### src/rtl/mm_pkg.sv
// mm_pkg: shared constants and types for the matrix-multiply sequencer.
//   MM_MATRIX_SIZE : default N (power of two, >= 2)
//   MM_DATA_W      : width of a dot-product result (adder-tree output)
//   MM_IDX_W       : row/column index width
//   MM_MEM_LAT     : A/B memory read latency
//   MM_PIPE_LAT    : datapath latency (1 multiply + log2(N) adder levels)
//   MM_TAG_DEPTH   : total issue-to-write latency tracked by the tag pipe
package mm_pkg;

  localparam int MM_MATRIX_SIZE = 4;
  localparam int MM_DATA_W      = 16;
  localparam int MM_IDX_W       = $clog2(MM_MATRIX_SIZE);
  localparam int MM_MEM_LAT     = 1;
  localparam int MM_PIPE_LAT    = 1 + $clog2(MM_MATRIX_SIZE);
  localparam int MM_TAG_DEPTH   = MM_MEM_LAT + MM_PIPE_LAT;

  typedef enum logic [1:0] {
    IDLE  = 2'd0,
    ISSUE = 2'd1,
    DRAIN = 2'd2,
    DONE  = 2'd3
  } mm_state_t;

  // Tag carried alongside each issued dot product (default-size layout).
  typedef struct packed {
    logic                valid;
    logic [MM_IDX_W-1:0] i;
    logic [MM_IDX_W-1:0] j;
  } mm_tag_t;

endpackage

### src/rtl/mm_tag_pipe.sv
// mm_tag_pipe: depth-DEPTH shift register of issue tags.
//   clk, rstb : clock, asynchronous active-low clear of every stage
//   tag_in    : tag entering stage 0 (MSB is the valid bit)
//   tag_out   : tag leaving the last stage (drives the C write)
//   any_valid : a valid tag sits in any stage ahead of the output stage,
//               i.e. a write is still owed after the current cycle
module mm_tag_pipe
  import mm_pkg::*;
#(
  parameter int DEPTH = MM_TAG_DEPTH,
  parameter int TAG_W = 1 + 2 * MM_IDX_W
) (
  input  logic             clk,
  input  logic             rstb,
  input  logic [TAG_W-1:0] tag_in,
  output logic [TAG_W-1:0] tag_out,
  output logic             any_valid
);

  logic [TAG_W-1:0] stage_reg [DEPTH];
  logic [DEPTH-1:0] valid_vec;

  always_ff @(posedge clk or negedge rstb) begin
    if (!rstb) begin
      for (int s = 0; s < DEPTH; s++) stage_reg[s] <= '0;
    end else begin
      stage_reg[0] <= tag_in;
      for (int s = 1; s < DEPTH; s++) stage_reg[s] <= stage_reg[s-1];
    end
  end

  genvar gi;
  generate
    for (gi = 0; gi < DEPTH; gi++) begin : g_valid
      assign valid_vec[gi] = stage_reg[gi][TAG_W-1];
    end
  endgenerate

  // The output stage is excluded: when only it holds a valid tag, the final
  // write happens this cycle and the sequencer may leave DRAIN right away.
  localparam logic [DEPTH-1:0] IN_FLIGHT_MASK = ~(DEPTH'(1) << (DEPTH - 1));

  assign any_valid = |(valid_vec & IN_FLIGHT_MASK);
  assign tag_out   = stage_reg[DEPTH-1];

endmodule

### src/rtl/mm_sequencer.sv
// mm_sequencer: walks all N x N (row, column) pairs of a matrix multiply,
// issuing one A-row / B-column read pair per cycle, and writes each
// dot-product result to C (row-major) once it emerges from the datapath.
//   clk, rstb          : clock, asynchronous active-low reset
//   start              : begin a full multiply (sampled in IDLE only)
//   busy, done         : run in progress / one-cycle completion pulse
//   a_rd_en, a_rd_addr : A-row memory read (row index i)
//   b_rd_en, b_rd_addr : B-column memory read (column index j, B transposed)
//   dp_result          : dot-product datapath output
//   c_wr_en/addr/data  : C write port; data passes straight from dp_result
module mm_sequencer
  import mm_pkg::*;
#(
  parameter int MATRIX_SIZE = MM_MATRIX_SIZE,
  parameter int IDX_W       = $clog2(MATRIX_SIZE),
  parameter int MEM_LAT     = MM_MEM_LAT,
  parameter int PIPE_LAT    = 1 + $clog2(MATRIX_SIZE)
) (
  input  logic                 clk,
  input  logic                 rstb,
  input  logic                 start,
  output logic                 busy,
  output logic                 done,
  output logic                 a_rd_en,
  output logic [IDX_W-1:0]     a_rd_addr,
  output logic                 b_rd_en,
  output logic [IDX_W-1:0]     b_rd_addr,
  input  logic [MM_DATA_W-1:0] dp_result,
  output logic                 c_wr_en,
  output logic [2*IDX_W-1:0]   c_wr_addr,
  output logic [MM_DATA_W-1:0] c_wr_data
);

  localparam int                TAG_DEPTH = MEM_LAT + PIPE_LAT;
  localparam logic [IDX_W-1:0]  LAST_IDX  = IDX_W'(MATRIX_SIZE - 1);

  typedef struct packed {
    logic             valid;
    logic [IDX_W-1:0] i;
    logic [IDX_W-1:0] j;
  } tag_t;

  mm_state_t        state_reg, state_next;
  logic [IDX_W-1:0] i_reg, i_next;
  logic [IDX_W-1:0] j_reg, j_next;
  logic             issue;
  logic             any_valid;
  tag_t             push_tag;
  tag_t             wr_tag;

  always_ff @(posedge clk or negedge rstb) begin
    if (!rstb) begin
      state_reg <= IDLE;
      i_reg     <= '0;
      j_reg     <= '0;
    end else begin
      state_reg <= state_next;
      i_reg     <= i_next;
      j_reg     <= j_next;
    end
  end

  always_comb begin
    state_next = state_reg;
    i_next     = i_reg;
    j_next     = j_reg;
    issue      = 1'b0;
    case (state_reg)
      IDLE: begin
        if (start) begin
          state_next = ISSUE;
          i_next     = '0;
          j_next     = '0;
        end
      end
      ISSUE: begin
        issue = 1'b1;
        // N is a power of two, so the increments wrap to 0 on their own;
        // after the last pair both indices are back at 0.
        j_next = j_reg + IDX_W'(1);
        if (j_reg == LAST_IDX) begin
          i_next = i_reg + IDX_W'(1);
          if (i_reg == LAST_IDX) state_next = DRAIN;
        end
      end
      DRAIN: begin
        if (!any_valid) state_next = DONE;
      end
      DONE: begin
        state_next = IDLE;
      end
      default: begin
        state_next = IDLE;
      end
    endcase
  end

  // Bubbles are all-zero so the write address rests at 0 when idle.
  always_comb begin
    push_tag = '0;
    if (issue) begin
      push_tag.valid = 1'b1;
      push_tag.i     = i_reg;
      push_tag.j     = j_reg;
    end
  end

  mm_tag_pipe #(
    .DEPTH (TAG_DEPTH),
    .TAG_W ($bits(tag_t))
  ) u_tag_pipe (
    .clk       (clk),
    .rstb      (rstb),
    .tag_in    (push_tag),
    .tag_out   (wr_tag),
    .any_valid (any_valid)
  );

  assign busy      = (state_reg != IDLE);
  assign done      = (state_reg == DONE);
  assign a_rd_en   = issue;
  assign b_rd_en   = issue;
  assign a_rd_addr = i_reg;
  assign b_rd_addr = j_reg;
  assign c_wr_en   = wr_tag.valid;
  assign c_wr_addr = {wr_tag.i, wr_tag.j};   // i*N + j for power-of-two N
  assign c_wr_data = dp_result;

endmodule

### config.mk
export PLATFORM = sky130hd
export DESIGN_NAME = mm_sequencer
export DESIGN_NICKNAME = d
export VERILOG_FILES = /design/src/rtl/mm_pkg.sv /design/src/rtl/mm_tag_pipe.sv /design/src/rtl/mm_sequencer.sv
export SDC_FILE = /design/constraint.sdc
export NUM_CORES = 1
export LEC_CHECK = 0
export ABC_AREA = 0
export CORE_ASPECT_RATIO = 0.8
export CORE_MARGIN = 1.5
export CORE_UTILIZATION = 41
export CTS_CLUSTER_DIAMETER = 100
export DETAILED_ROUTE_END_ITERATION = 8
export PLACE_DENSITY = 0.78
export SLEW_MARGIN = 20
export SYNTH_ARGS = -nofsm -noshare
export SYNTH_HDL_FRONTEND = slang
export SYNTH_SLANG_ARGS = --single-unit
### constraint.sdc
create_clock -name clk -period 1.9 [get_ports clk]
set_input_delay 0.19 -clock clk [delete_from_list [all_inputs] [get_ports clk]]
set_output_delay 0.19 -clock clk [all_outputs]
set_load 0.02 [all_outputs]
==> metrics <==
setup slack of the worst register-to-register path ~0.19 ns; final core utilization a little under half; die span in x 60.9 µm; commonest cells after routing, fill and taps aside 26 x sky130_fd_sc_hd__dfrtp_1, 12 x sky130_fd_sc_hd__clkdlybuf4s50_1, 7 x sky130_fd_sc_hd__ha_1, 4 x sky130_fd_sc_hd__and2_1; Placed Instances 117; clock skew after layout 0.00339 ns; post-CTS setup buffers 0; post-synthesis instance area 1100 µm²; depth of the most critical reg-to-reg path 5; total routing usage reported by global routing roughly 12%; Worst slew margin approximately four fifths; worst setup path class flip-flop to flip-flop; num ports 48; total power divided by cell area between 1500 and 2000 nW/µm²; largest net degree at the start of global routing 27; count of H-tree levels built during CTS 1; post-synthesis average cell area approximately 13 µm²; clock transition at the registers of the reported paths approximately 0.13 ns; fin crit period 1.71 ns; Mapped Nets 112; Worst setup endpoint state_reg[1]$_DFFE_PN0P_; number of cells in the finished layout apart from fillers around 120; gr ovfl total 0; most common cell after layout, fill and taps aside sky130_fd_sc_hd__dfrtp_1; count of unique library cells instantiated by Yosys 23; HP Class input pin to asynchronous set/reset pin; antenna diode count 0; height of the chip around 49 µm; share of the synthesized area in the top cell type between 50% and 60%; CTS tree yes; source of the worst register-to-register timing path state_reg[1]$_DFFE_PN0P_; antenna violations before repair 0; drt drc 0; clock buffer count from CTS 3; Design Power just under 0.002 W; Root Buffer sky130_fd_sc_hd__clkbuf_4; endpoint class of the critical path flip-flop; worst endpoint data arrival time 1.92 ns; post-synth top area cell sky130_fd_sc_hd__dfrtp_1; maximum VDD drop approximately 700 µV; Antenna Violating Nets Remaining 0; number of flip-flops in the largest register 15; Fmax 586 MHz; CP cell instances inv_1 -> ha_1 -> nor2b_1 -> a221oi_2 -> mux2_1; total die area approximately 3000 µm²; clock latency of the later-clocked register in the worst-skew pair between 0.3 and 0.4 ns; vias post-DR between 500 and 600; effective utilization at floorplan a little over two fifths; Total Nets Final roughly 110; Worst path max stage delay between 0.4 and 0.5 ns; first-pass GRT wire length 2660 µm; sequential fraction of the synthesis area 59.2%; vias in the first global route 620; setup repair after global routing missed its margin false; Area contributors post-synth sky130_fd_sc_hd__dfrtp_1 59%, sky130_fd_sc_hd__buf_4 14%, sky130_fd_sc_hd__ha_1 8.0%; Yosys Warn Count 0; layout cell share with drive strength beyond 1 8.24%; Reg-to-Reg End state_reg[1]$_DFFE_PN0P_; number of sinks on the clock net 26; transition at the pin with the smallest max-transition slack between 0.3 and 0.4 ns; Final Wtd Congestion about 0.8; count of hold buffers inserted by post-cts repair 0; launching element type of the critical path flip-flop; endpoint required time on the critical path roughly 2.1 ns; total iterations of the first detailed-routing run 4; Port Buffer Count 15; Site Rows 16; slowest stage cell, crit path sky130_fd_sc_hd__dfrtp_1; Detailed Route Iter0 Violations 9; routed wire length ~1500 µm; leak pwr slightly below 0.6 nW; TNS Setup 0 ns; status finished, final reports clean; vias per cell 4.76; worst hold slack approximately 0.22 ns; Pins Over Slew Limit 0; maximum buffer depth of the clock tree 2; worst setup path startpoint state_reg[1]$_DFFE_PN0P_; setup-violating endpoint count in the final report 0; final period utilization approximately nine tenths; drt wl/cell about 13 µm; register bit total from synthesis 26; Hold Fails Final Rpt 0; max cap viols 0; total of fill cells in the finished design between 200 and 250; critical path peak fanout 5; area added between synthesis and finish 8.88%; core region area approximately 2500 µm²; cells after synthesis 86
## synth_stat cells
library cell	instances
sky130_fd_sc_hd__a21oi_1	1
sky130_fd_sc_hd__a22o_1	1
sky130_fd_sc_hd__nand4_1	1
sky130_fd_sc_hd__dfrtp_1	26
sky130_fd_sc_hd__inv_1	3
sky130_fd_sc_hd__mux2_1	1
sky130_fd_sc_hd__nand2_1	3
sky130_fd_sc_hd__o21ai_0	1
sky130_fd_sc_hd__a32o_1	1
sky130_fd_sc_hd__clkbuf_1	1
sky130_fd_sc_hd__a2bb2oi_1	1
sky130_fd_sc_hd__buf_4	21
sky130_fd_sc_hd__ha_1	7
sky130_fd_sc_hd__and2_1	4
sky130_fd_sc_hd__nand2b_1	3
sky130_fd_sc_hd__or3_1	1
sky130_fd_sc_hd__nor2b_1	3
sky130_fd_sc_hd__a31oi_1	1
sky130_fd_sc_hd__o211ai_1	1
sky130_fd_sc_hd__mux2i_1	1
sky130_fd_sc_hd__o21ai_1	2
sky130_fd_sc_hd__nor2_1	1
sky130_fd_sc_hd__a221oi_2	1
## kinds of logic (layout without fill, tap and decap cells)
family,after synthesis,after routing,synth area share [%]
buf+inv,25,24,15.7
mux,2,2,1.94
fa+ha+maj,7,7,7.97
compound gates,10,10,6.95
flops,26,26,59.2
simple gates,16,16,8.20
## where the power goes
part	leakage, nW	switching [W]	total, W	internal, W
clock	0.0279	0.000155	0.000368	0.000213
sequential	0.348	0.0000933	0.000804	0.000710
combinational	0.203	0.000417	0.000773	0.000356
## worst min-delay path by stage
stage | end | depth (start not counted)
global route | b_rd_addr[1]$_DFFE_PN0P_ | 2
floorplan | a_rd_addr[0]$_DFFE_PN0P_ | 0
finish | b_rd_addr[1]$_DFFE_PN0P_ | 2
detailed placement | u_tag_pipe.tag_out[2]$_DFF_PN0_ | 0
CTS | state_reg[0]$_DFFE_PN0P_ | 2
global placement | u_tag_pipe.stage_reg[10]$_DFF_PN0_ | 0
## per-stage QoR
| step | setup slack, ns | instance area [µm²] |
|---|---|---|
| after global routing | 0.109 | 1200 |
| after CTS | 0.192 | 1200 |
| after global placement | 0.327 | 1150 |
| after floorplan | 0.310 | 1100 |
| after detailed placement | 0.205 | 1150 |
| final | 0.195 | 1200 |
## layout make-up
type	instances	area, µm²	share of cell area, %
clock buffer	3	22.5	1.88
clock inverter	1	30.0	2.51
inverter	3	11.3	0.941
multi-input combinational	35	275	23.0
sequential	26	651	54.4
tap	36	45.0	3.77
timing repair buffer	17	161	13.5
## worst max-delay path, delay by kind of cell, from the launching register on
family	cells	cell delay [ns]
muxes	1	0.37
DFF	1	0.44
AOI/OAI and AO/OA	1	0.26
adders and majority gates	1	0.25
and+or+nand+nor	1	0.19
buffers and inverters	1	0.10
## layer usage
layer	global-route usage, %	routed length [µm]	vias up
li1	-	-	262
met1	14.5	671	284
met2	18.3	725	22
met3	5.31	109	8
met4	6.16	21	0
met5	0	0	-
## repair_timing
item,CTS,global route
setup endpoints to repair,3,0
gates resized for setup,3,0
endpoints found under the hold margin,0,0
Note: power is estimated with default switching activity, not from simulation.
